## src/rtl/ariane_pkg.sv

```systemverilog
// Minimal slice of the core-wide package: the branch-resolution record that the
// branch unit produces and the predictor consumes, plus its control-flow type.
//   cf_t          : kind of control-flow instruction that resolved
//   bp_resolve_t  : one resolution (valid, pc, target, mispredict, taken, type)
package ariane_pkg;

    localparam int unsigned VLEN = 64;

    typedef enum logic [2:0] {
        NoCF   = 3'd0,
        Branch = 3'd1,
        Jump   = 3'd2,
        JumpR  = 3'd3,
        Return = 3'd4
    } cf_t;

    typedef struct packed {
        logic            valid;
        logic [VLEN-1:0] pc;
        logic [VLEN-1:0] target_address;
        logic            is_mispredict;
        logic            is_taken;
        cf_t             cf_type;
    } bp_resolve_t;

endpackage

```

## src/rtl/bp_update_sched_pkg.sv

```systemverilog
// Shared constants and helpers for the predictor-update scheduler.
//   DROP_CNT_W : width of the overflow drop counter
//   sat_inc    : increment that sticks at all-ones
package bp_update_sched_pkg;

    localparam int unsigned DROP_CNT_W = 16;

    function automatic logic [DROP_CNT_W-1:0] sat_inc(input logic [DROP_CNT_W-1:0] v);
        if (&v) begin
            return v;
        end
        return v + {{(DROP_CNT_W-1){1'b0}}, 1'b1};
    endfunction

endpackage

```

## src/rtl/bp_update_fifo.sv

```systemverilog
// In-order queue of branch resolutions waiting to train the predictor.
// Ports:
//   clk_i, rst_i : clock, asynchronous active-high reset (clears pointers/count)
//   push_i/data_i: write data_i at the tail (caller guarantees room)
//   pop_i        : drop the head entry (caller guarantees non-empty)
//   full_o       : count == DEPTH
//   empty_o      : count == 0
//   count_o      : number of stored entries
//   head_o       : oldest entry (raw storage, meaningless when empty)
module bp_update_fifo
    import ariane_pkg::*;
#(
    parameter int unsigned DEPTH = 4
) (
    input  logic                         clk_i,
    input  logic                         rst_i,
    input  logic                         push_i,
    input  bp_resolve_t                  data_i,
    input  logic                         pop_i,
    output logic                         full_o,
    output logic                         empty_o,
    output logic [$clog2(DEPTH+1)-1:0]   count_o,
    output bp_resolve_t                  head_o
);

    localparam int unsigned PTR_W = $clog2(DEPTH);
    localparam int unsigned CNT_W = $clog2(DEPTH+1);
    localparam logic [CNT_W-1:0] FULL_CNT = CNT_W'(DEPTH);

    bp_resolve_t      r_mem [DEPTH];
    logic [PTR_W-1:0] r_wr_ptr;
    logic [PTR_W-1:0] r_rd_ptr;
    logic [CNT_W-1:0] r_count;

    // DEPTH is a power of two, so the pointers wrap by natural overflow.
    always_ff @(posedge clk_i or posedge rst_i) begin
        if (rst_i) begin
            r_wr_ptr <= '0;
            r_rd_ptr <= '0;
            r_count  <= '0;
        end else begin
            if (push_i) begin
                r_wr_ptr <= r_wr_ptr + 1'b1;
            end
            if (pop_i) begin
                r_rd_ptr <= r_rd_ptr + 1'b1;
            end
            case ({push_i, pop_i})
                2'b10:   r_count <= r_count + 1'b1;
                2'b01:   r_count <= r_count - 1'b1;
                default: r_count <= r_count;
            endcase
        end
    end

    // Storage needs no reset: the count alone decides what is visible.
    always_ff @(posedge clk_i) begin
        if (push_i) begin
            r_mem[r_wr_ptr] <= data_i;
        end
    end

    assign head_o  = r_mem[r_rd_ptr];
    assign count_o = r_count;
    assign full_o  = (r_count == FULL_CNT);
    assign empty_o = (r_count == '0);

endmodule

```

## src/rtl/bp_update_sched.sv

```systemverilog
// Buffers branch resolutions and releases them in order to the predictor's
// update port. After an accepted mispredict, further resolutions are wrong-path
// and are ignored until the frontend signals the redirect is done (flush_i).
// Ports:
//   clk_i, rst_i        : clock, asynchronous active-high reset
//   debug_mode_i        : suppress training except for mispredicts
//   flush_i             : redirect complete, leave the squash window
//   resolved_branch_i   : incoming resolution (.valid qualifies)
//   upd_o, upd_valid_o  : head entry toward the predictor
//   upd_ready_i         : predictor accepts upd_o this cycle
//   full_o              : queue holds DEPTH entries
//   drop_cnt_o          : saturating count of eligible resolutions lost to overflow
//   dbg_state_o         : current FSM state (0 = RUN, 1 = SQUASH)
//
// Handshake: an entry transfers on every rising edge where upd_valid_o and
// upd_ready_i are both high; while upd_valid_o is high and upd_ready_i is low
// upd_o holds steady; upd_ready_i carries no meaning while upd_valid_o is low.
module bp_update_sched
    import ariane_pkg::*;
    import bp_update_sched_pkg::*;
#(
    parameter int unsigned DEPTH = 4
) (
    input  logic                  clk_i,
    input  logic                  rst_i,
    input  logic                  debug_mode_i,
    input  logic                  flush_i,
    input  bp_resolve_t           resolved_branch_i,
    output bp_resolve_t           upd_o,
    output logic                  upd_valid_o,
    input  logic                  upd_ready_i,
    output logic                  full_o,
    output logic [DROP_CNT_W-1:0] drop_cnt_o,
    output logic                  dbg_state_o
);

    localparam int unsigned CNT_W = $clog2(DEPTH+1);
    localparam logic [CNT_W-1:0] FULL_CNT = CNT_W'(DEPTH);

    typedef enum logic {
        RUN    = 1'b0,
        SQUASH = 1'b1
    } state_e;

    state_e                r_state;
    state_e                w_state_nxt;
    logic [DROP_CNT_W-1:0] r_drop_cnt;

    logic                  w_fifo_full;
    logic                  w_fifo_empty;
    logic [CNT_W-1:0]      w_count;
    bp_resolve_t           w_head;

    logic                  w_upd_valid;
    logic                  w_pop;
    logic                  w_room;
    logic                  w_eligible;
    logic                  w_push;
    logic                  w_drop;

    bp_update_fifo #(
        .DEPTH (DEPTH)
    ) u_fifo (
        .clk_i   (clk_i),
        .rst_i   (rst_i),
        .push_i  (w_push),
        .data_i  (resolved_branch_i),
        .pop_i   (w_pop),
        .full_o  (w_fifo_full),
        .empty_o (w_fifo_empty),
        .count_o (w_count),
        .head_o  (w_head)
    );

    assign w_upd_valid = !w_fifo_empty;
    assign w_pop       = w_upd_valid && upd_ready_i;
    // A full queue still has room if the head leaves in the same cycle.
    assign w_room      = (w_count != FULL_CNT) || w_pop;
    // In debug mode only mispredicts still matter: they redirect the frontend.
    assign w_eligible  = resolved_branch_i.valid &&
                         (!debug_mode_i || resolved_branch_i.is_mispredict);

    always_ff @(posedge clk_i or posedge rst_i) begin
        if (rst_i) begin
            r_state <= RUN;
        end else begin
            r_state <= w_state_nxt;
        end
    end

    always_comb begin
        w_state_nxt = r_state;
        w_push      = 1'b0;
        w_drop      = 1'b0;
        case (r_state)
            RUN: begin
                // flush_i has nothing to end here, so it is not looked at.
                if (w_eligible) begin
                    if (w_room) begin
                        w_push = 1'b1;
                        if (resolved_branch_i.is_mispredict) begin
                            w_state_nxt = SQUASH;
                        end
                    end else begin
                        w_drop = 1'b1;
                    end
                end
            end
            SQUASH: begin
                // Everything arriving now is wrong-path: neither queued nor counted.
                if (flush_i) begin
                    w_state_nxt = RUN;
                end
            end
            default: begin
                w_state_nxt = RUN;
            end
        endcase
    end

    always_ff @(posedge clk_i or posedge rst_i) begin
        if (rst_i) begin
            r_drop_cnt <= '0;
        end else if (w_drop) begin
            r_drop_cnt <= sat_inc(r_drop_cnt);
        end
    end

    // Output is zero whenever the queue is empty so stale storage never leaks.
    always_comb begin
        upd_o = '0;
        if (w_upd_valid) begin
            upd_o       = w_head;
            upd_o.valid = 1'b1;
        end
    end

    assign upd_valid_o = w_upd_valid;
    assign full_o      = w_fifo_full;
    assign drop_cnt_o  = r_drop_cnt;
    assign dbg_state_o = r_state;

endmodule

```

## config.mk

```make
export PLATFORM = sky130hd
export DESIGN_NAME = bp_update_sched
export DESIGN_NICKNAME = d
export VERILOG_FILES = /design/src/rtl/ariane_pkg.sv /design/src/rtl/bp_update_sched_pkg.sv /design/src/rtl/bp_update_fifo.sv /design/src/rtl/bp_update_sched.sv
export SDC_FILE = /design/constraint.sdc
export NUM_CORES = 1
export LEC_CHECK = 0
export BUFFER_PORTS_ARGS = -buffer_cell sky130_fd_sc_hd__buf_2
export CAP_MARGIN = 20
export CORE_UTILIZATION = 50
export DETAILED_ROUTE_END_ITERATION = 6
export MAX_ROUTING_LAYER = met4
export PLACE_DENSITY = 0.72
export SLEW_MARGIN = 15
export SYNTH_ARGS = -nofsm -noshare
export SYNTH_HDL_FRONTEND = slang
export SYNTH_SLANG_ARGS = --single-unit
```

## constraint.sdc

```tcl
create_clock -name clk_i -period 12.85 [get_ports clk_i]
set_input_delay 0.6425 -clock clk_i [delete_from_list [all_inputs] [get_ports clk_i]]
set_output_delay 0.6425 -clock clk_i [all_outputs]
set_load 0.01 [all_outputs]
```

==> results of run 1 <==
## metal layers
metal,routed length [µm],track usage,vias to the layer above
li1,-,-,4559
met1,16900,0.254,5397
met2,20600,0.317,300
met3,2610,0.0469,59
met4,785,0.0624,0
met5,0,-,-
## metrics by stage
stage | hold WS (ps) | power (µW)
6_report | 237 | 5610
5_1_grt | 210 | 5880
4_1_cts | 198 | 5700
3_5_place_dp | 482 | 4100
3_3_place_gp | 484 | 4080
2_1_floorplan | 470 | 3490
## where the power goes
group | switching, µW | internal [µW]
clock network | 648 | 949
logic | 850 | 810
registers | 123 | 2230
total | 1620 | 3990
## state kept, by name, summed over array words and instances, names as in the netlist
signal / count
u_fifo.r_rd_ptr: 2
u_fifo.r_wr_ptr: 2
dbg_state_o: 1
u_fifo.count_o: 3
drop_cnt_o: 16
u_fifo.r_mem: 532
## logic make-up after synthesis
kind of cell	share of synthesized area
simple gates	0.0527
flops	0.777
buf+inv	0.0117
mux	0.142
fa+ha+maj	0.00446
xor+xnor	0.00780
compound gates	0.00422
## final cells by class
| type | count | area [µm²] | share of cell area |
|---|---|---|---|
| Clock buffer | 69 | 1470 | 0.0583 |
| Sequential cell | 556 | 16600 | 0.658 |
| Inverter | 11 | 41.3 | 0.00164 |
| Antenna cell | 9 | 22.5 | 0.000893 |
| Tap cell | 539 | 674 | 0.0268 |
| Clock inverter | 32 | 344 | 0.0136 |
| Multi-Input combinational cell | 351 | 4520 | 0.179 |
| Timing Repair Buffer | 304 | 1550 | 0.0616 |
## worst paths after layout
check,from,endpoint,cells past startpoint
setup reg to reg,u_fifo.count_o[0],u_fifo.r_mem[2][101],5
min in group clk_i,flush_i,dbg_state_o,2
setup / recovery,u_fifo.r_rd_ptr[1],upd_o[11],5
max in group asynchronous,rst_i,u_fifo.r_rd_ptr[1],2
hold reg to reg,drop_cnt_o[6],drop_cnt_o[6],1
hold / removal,rst_i,dbg_state_o,2
## critical path, stage by stage (launching register included)
cell	delay, ps
dfrtp_4	860
buf_4	660
buf_4	710
mux4_2	410
and2_1	190
buf_2	150
## layout by cell type, fill, tap and decap left out, types with 3 or more instances in the layout
master / n
mux4_2: 133
inv_1: 11
diode_2: 9
clkbuf_16: 56
clkinv_2: 4
edfxtp_1: 532
buf_4: 13
xnor2_1: 5
clkbuf_1: 11
o21ai_0: 3
xor2_1: 14
and2_4: 4
bufinv_16: 7
nand3_1: 4
ha_1: 6
nor4_1: 7
buf_2: 291
nand4_1: 3
nand2_1: 10
and2_1: 135
dfrtp_1: 22
clkinv_1: 15
==> results.json, run 1 <==
{
  "status": "finished clean",
  "crit_required_ps": 12210,
  "crit_path_start_kind": "register",
  "fin_crit_ps": 4360,
  "path_max_fanout": 48,
  "fin_area_um2": 25200,
  "ir_drop_uv": 161,
  "power_density_nw_per_um2": 223,
  "clock_path_buffers": 3,
  "hp-class": "input port to asynchronous set/reset pin",
  "setup.worst_path.class": "register to primary output",
  "vias_per_cell": 5.51,
  "grtUsageTotal": 0.199,
  "ys_seq_elements": 556,
  "p_leak_uw": 0.00877,
  "drive_gt1_frac": 0.398,
  "postCtsSetupBuffers": 0,
  "grt_pass1_wl_um": 63000,
  "dp_worst_setup_slack_ps": 8780,
  "rsz0062_at_grt": "no",
  "path_clk_slew_ps": 60,
  "core_area_um2": 42000,
  "drt_first_iter_violations": 734,
  "arrival_ps": 3720,
  "reg2reg_slack_ps": 9260,
  "cp-end-kind": "primary output",
  "drc": 0,
  "area_delta_synth_final_pct": 18.2,
  "cts.sink_count": 556,
  "final_nets": 1425,
  "relSlewSlack": 0.347,
  "synth_common_cells": "532 x edfxtp_1, 139 x and2_1, 133 x mux4_2, 25 x clkbuf_1, 24 x dfrtp_1",
  "max_slew.worst_pin.slew_ps": 979,
  "slew_violations": 0,
  "fp.dieW_um": 209,
  "grt_pass1_vias": 10900,
  "dr.pass1.iters": 6,
  "fin_worst_skew_ps": 18.0,
  "grt_max_degree": 81,
  "cts_tree": "done",
  "antenna_found_initial": 8,
  "drtAntennaViolNets": 0,
  "cts-resized-gates": 0,
  "yosysTopAreaCell": "edfxtp_1",
  "overflow": 0,
  "finalHoldViolCount": 0,
  "setup_slack_ps": 8490,
  "setup_viol": 0,
  "fmax_mhz": 229,
  "synth_edf_count": 532,
  "cts-hold-fix-buffers": 0,
  "syn_avg_cell_area_um2": 22.1,
  "fillCellCount": 3021,
  "finalWirelength_um": 40900,
  "syn_inst": 965,
  "io_buffers": 291,
  "wl_per_cell_um": 21.9,
  "place_inst": 1761,
  "yosysTopAreaCellShare": 0.749,
  "placed_cell_area_um2": 23400,
  "post-dp-hpwl_um": 24200,
  "final_core_util": 0.600,
  "synth_area_um2": 21300,
  "clk_latency_ps": 600,
  "die_h_um": 209,
  "post-route-period-util": 0.340,
  "clock_tree.root_cell": "clkbuf_16",
  "synthArstFlopShare": 0.0432,
  "top_level_ports": 292,
  "num_rows": 75,
  "stdcell_count": 1871,
  "synth_area_leaders": "edfxtp_1 75%, mux4_2 14%, and2_1 4.1%, dfrtp_1 2.8%, xor2_1 0.57%",
  "drv_cap": 0,
  "vias": 10300,
  "globalplace.congestion": 0.756,
  "tns_ps": 0,
  "synthFlopType": "edfxtp_1",
  "ys_types": 38,
  "cts_max_level": 2,
  "yosysWarnings": 0,
  "syn-num-nets": 1111,
  "die_area_um2": 43500,
  "numCtsBuffers": 55,
  "initial_core_util": 0.507,
  "yosysSeqAreaShare": 0.777,
  "synthMostInstantiatedCell": "edfxtp_1"
}
No activity file was read; power rests on OpenSTA's default activity.
==> run 2: changes to the inputs <==
- clock period: 12.85 -> 4.2 ns (I/O delays scaled with it)
==> results.json, run 2 (synthesis results as in run 1) <==
{
  "grt_max_degree": 134,
  "relSlewSlack": 0.401,
  "power_density_nw_per_um2": 643,
  "die_area_um2": 43500,
  "multi_input_area_um2": 4520,
  "final_nets": 1564,
  "top_level_ports": 292,
  "vias": 10800,
  "overflow": 0,
  "fin_area_um2": 26600,
  "crit_path_start_kind": "register",
  "fin_worst_skew_ps": 17.2,
  "drc": 0,
  "die_h_um": 209,
  "io_buffers": 291,
  "clk_latency_ps": 590,
  "p_leak_uw": 0.00933,
  "setup.worst_path.class": "register to primary output",
  "top_usage_layer": "met2",
  "drive_gt1_frac": 0.362,
  "rsz0062_at_grt": "no",
  "drv_cap": 0,
  "cts_tree": "done",
  "core_area_um2": 42000,
  "grt_pass1_vias": 11400,
  "r2r-end": "u_fifo.r_mem[2][0]",
  "finalHoldViolCount": 0,
  "antenna_found_initial": 3,
  "slew_violations": 0,
  "reg2reg_slack_ps": 1660,
  "placed_cell_area_um2": 23500,
  "cts_max_level": 2,
  "largest-register": "u_fifo.r_mem",
  "fin_crit_ps": 2980,
  "post-dp-hpwl_um": 24500,
  "ff_latch_area_um2": 16600,
  "startpoint": "u_fifo.r_rd_ptr[1]",
  "postCtsSetupBuffers": 0,
  "status": "finished clean",
  "path_clk_slew_ps": 60,
  "hp-class": "input port to register",
  "use_met2": 0.322,
  "area_delta_synth_final_pct": 24.5,
  "rr_worst_depth": 4,
  "clock_tree.root_cell": "clkbuf_16",
  "drt_first_iter_violations": 785,
  "grt_util_met1": 0.277,
  "use_met3": 0.0388,
  "ir_drop_uv": 425,
  "max_slew.worst_pin.slew_ps": 898,
  "finalWirelength_um": 42800,
  "cp-end-kind": "primary output",
  "grtUsageTotal": 0.206,
  "numCtsBuffers": 55,
  "setup_viol": 0,
  "tns_ps": 0,
  "num_rows": 75,
  "worstHoldStart": "upd_ready_i",
  "path_max_fanout": 44,
  "dr.pass1.iters": 4,
  "drtAntennaViolNets": 0,
  "initial_core_util": 0.507,
  "final_common_cell": "edfxtp_1",
  "clock_path_buffers": 3,
  "globalplace.congestion": 0.775,
  "grt_pass1_wl_um": 65100,
  "final_cell_mix": "532 x edfxtp_1, 291 x buf_2, 136 x dlygate4sd3_1, 135 x and2_1, 133 x mux4_2",
  "p_total_uw": 17100,
  "post-route-period-util": 0.709,
  "fmax_mhz": 336,
  "fillCellCount": 2924,
  "fp.dieW_um": 209,
  "largest_reg_flops": 532,
  "endpoint": "upd_o[114]",
  "wl_per_cell_um": 21.4,
  "cts.sink_count": 556,
  "vias_per_cell": 5.41,
  "r2r-start": "u_fifo.count_o[2]",
  "crit_required_ps": 3990,
  "arrival_ps": 2770
}
run 2: changes by cell type in the layout (fill, tap and decap cells not counted), sizes merged, moves of 3 or more:
cell         previous run  this run
bufinv                  7         1
buf                   304       307
dlygate4sd3             0       136
clkbuf                 69        77
diode                   9         3
run 2: power by group:
part	internal [µW]	switching (µW)
clock	2640	1950
sequential	6830	344
combinational	2650	2680
run 2: layout make-up:
| class | count | area share |
|---|---|---|
| antenna | 3 | 0.000283 |
| tap | 539 | 0.0254 |
| clock buffer | 77 | 0.0588 |
| multi-input combinational | 351 | 0.170 |
| clock inverter | 23 | 0.00518 |
| sequential | 556 | 0.624 |
| inverter | 11 | 0.00155 |
| timing repair buffer | 443 | 0.114 |
run 2: per-stage QoR:
stage	cells	worst slack, ps	util	hold slack, ps
3_5_place_dp	1764	1650	0.559	406
2_1_floorplan	965	1120	-	225
6_report	2003	1220	0.632	88.1
3_3_place_gp	1764	1690	0.559	403
5_1_grt	2003	1050	0.632	97.3
4_1_cts	2000	1130	0.632	45.3
run 2: worst min path at each step:
stage                               endpoint  slack, ps  depth (start not counted)
final                     u_fifo.r_rd_ptr[0]         90                          3
after global routing      u_fifo.r_rd_ptr[0]        100                          3
after CTS                 u_fifo.r_rd_ptr[0]         50                          3
after detailed placement         dbg_state_o        410                          2
after global placement           dbg_state_o        400                          2
after floorplan                  dbg_state_o        220                          1
run 2: worst max-delay path, stage by stage, from the launching register on:
cell	delay [ps]
dfrtp_4	870
buf_4	550
mux4_2	420
and2_1	180
buf_2	140
run 2: what timing repair did:
action / 4_1_cts / 5_1_grt
endpoints found under the hold margin: 557 / 0
hold buffers: 136 / 0
resized for setup: 0 / 0
run 2: metal layers:
metal | vias to the layer above | routed length [µm]
li1 | 4843 | -
met1 | 5575 | 18200
met2 | 358 | 21100
met3 | 68 | 2590
met4 | 0 | 903
met5 | - | 0
==> run 3: changes to the inputs <==
- PLACE_DENSITY: 0.72 -> 0.75
- clock period: 4.2 -> 2.5 ns (I/O delays scaled with it)
==> results.json, run 3 (synthesis results as in run 1) <==
{
  "path_clk_slew_ps": 60,
  "rr_worst_depth": 9,
  "setup_slack_ps": 84.6,
  "core_area_um2": 42000,
  "place_inst": 1795,
  "fin_area_um2": 27300,
  "cp-end-kind": "primary output",
  "post-route-period-util": 0.966,
  "p_sw_uw": 8610,
  "finalWirelength_um": 44600,
  "setup.worst_path.class": "register to primary output",
  "multi_input_area_um2": 4530,
  "initial_core_util": 0.507,
  "fin_crit_ps": 2420,
  "fmax_mhz": 414,
  "use_met3": 0.0478,
  "io_buffers": 291,
  "grt_max_degree": 136,
  "whs_endpoint": "u_fifo.r_wr_ptr[0]",
  "grtUsageTotal": 0.215,
  "clock_path_buffers": 3,
  "seqPwrFrac": 0.401,
  "ir_drop_uv": 823,
  "combPwrFrac": 0.343,
  "path_cells": "buf_12 -> buf_16 -> mux4_2 -> and2_1 -> buf_2",
  "r2r-end": "u_fifo.count_o[2]",
  "fin_worst_skew_ps": 14.1,
  "drt_first_iter_violations": 691,
  "drive_gt1_frac": 0.381,
  "cp_top_family": "multiplexers",
  "stdcell_count": 2047,
  "drtAntennaViolNets": 0,
  "dp_worst_setup_slack_ps": 225,
  "startpoint": "u_fifo.r_rd_ptr[0]",
  "drc": 0,
  "antenna_found_initial": 2,
  "whs_ps": 120,
  "p_leak_uw": 0.00967,
  "dr.pass1.iters": 5,
  "die_h_um": 209,
  "grt_util_met1": 0.281,
  "clk_latency_ps": 590,
  "reg2reg_slack_ps": 240,
  "final_common_cell": "edfxtp_1",
  "slew_violations": 0,
  "crit_path_start_kind": "register",
  "use_met2": 0.345,
  "grt_pass1_vias": 11900,
  "fillCellCount": 2725,
  "status": "finished clean",
  "top_level_ports": 292,
  "top_usage_layer": "met2",
  "numCtsBuffers": 54,
  "grt_pass1_wl_um": 68600,
  "largest-register": "u_fifo.r_mem",
  "p_clk_frac": 0.256,
  "fp.dieW_um": 209,
  "placed_cell_area_um2": 24000,
  "cts.sink_count": 556,
  "largest_reg_flops": 532,
  "hp-class": "input port to register",
  "critPathSlowestCell": "mux4_2",
  "cts_max_level": 2,
  "overflow": 0,
  "post-dp-hpwl_um": 26000,
  "finalHoldViolCount": 0,
  "hold_depth": 4,
  "clock_tree.root_cell": "clkbuf_16",
  "relSlewSlack": 0.392,
  "max_slew.worst_pin.slew_ps": 911,
  "rsz0062_at_grt": "yes",
  "drv_cap": 0,
  "num_rows": 75,
  "arrival_ps": 2290,
  "final_cell_mix": "532 x edfxtp_1, 288 x buf_2, 138 x dlygate4sd3_1, 133 x mux4_2, 131 x and2_1",
  "vias_per_cell": 5.44,
  "final_nets": 1609,
  "die_area_um2": 43500,
  "area_delta_synth_final_pct": 27.8,
  "critical_path_buf_inv_count": 3,
  "p_sw_frac": 0.291,
  "power_density_nw_per_um2": 1080,
  "globalplace.congestion": 0.772,
  "vias": 11100,
  "cts_tree": "done",
  "setup_viol": 0,
  "r2r-start": "u_fifo.count_o[0]",
  "p_int_uw": 20900,
  "wl_per_cell_um": 21.8,
  "critPathMaxStageDelay_ps": 540,
  "worstHoldStart": "debug_mode_i",
  "ff_latch_area_um2": 16600,
  "crit_required_ps": 2380,
  "path_max_fanout": 22
}
run 3: stage by stage:
stage	utilization	TNS (ps)	total power, µW
final	0.648	0	29600
after global routing	0.648	-67.6	30900
after CTS	0.646	-42.3	29600
after detailed placement	0.571	0	21600
after global placement	0.571	0	21500
after floorplan	-	-308070	17800
run 3: area by class of cell:
cell class | count | area share
Clock buffer | 77 | 0.0558
Tap cell | 539 | 0.0247
Timing Repair Buffer | 489 | 0.138
Multi-Input combinational cell | 351 | 0.166
Clock inverter | 20 | 0.00532
Sequential cell | 556 | 0.608
Inverter | 11 | 0.00151
Antenna cell | 4 | 0.000367
run 3: tightest hold or removal path, delay by kind of cell:
kind                   cells  cell delay [ps]
XOR/XNOR                   1              130
AND/OR/NAND/NOR            2              330
buffers and inverters      1               80
run 3: repair_timing:
action / in CTS / in global routing
gates resized for setup: 6 / 5
hold buffers: 138 / 0
setup endpoints to repair: 96 / 71
endpoints found under the hold margin: 561 / 0
gates cloned: 0 / 2
buffers inserted: 9 / 2
run 3: power groups by stage:
| stage | Clock, µW | Combinational [µW] | Sequential (µW) |
|---|---|---|---|
| 6_report | 7560 | 10200 | 11800 |
| 5_1_grt | 8080 | 10900 | 11900 |
| 4_1_cts | 7730 | 10000 | 11900 |
| 3_5_place_dp | 0 | 9550 | 12100 |
| 3_3_place_gp | 0 | 9480 | 12000 |
| 2_1_floorplan | 0 | 5930 | 11900 |
run 3: metal layers:
layer	vias to the layer above	wire length (µm)
met4	0	650
met3	46	2870
met2	417	22400
met5	-	0
li1	4910	-
met1	5764	18700
run 3: how the worst max path moves through the flow:
stage,to,cells after the start
after floorplan,u_fifo.r_mem[0][0],3
after global routing,upd_o[5],5
after global placement,u_fifo.r_mem[1][58],4
final,upd_o[3],5
after detailed placement,u_fifo.r_mem[1][56],4
after CTS,upd_o[132],5
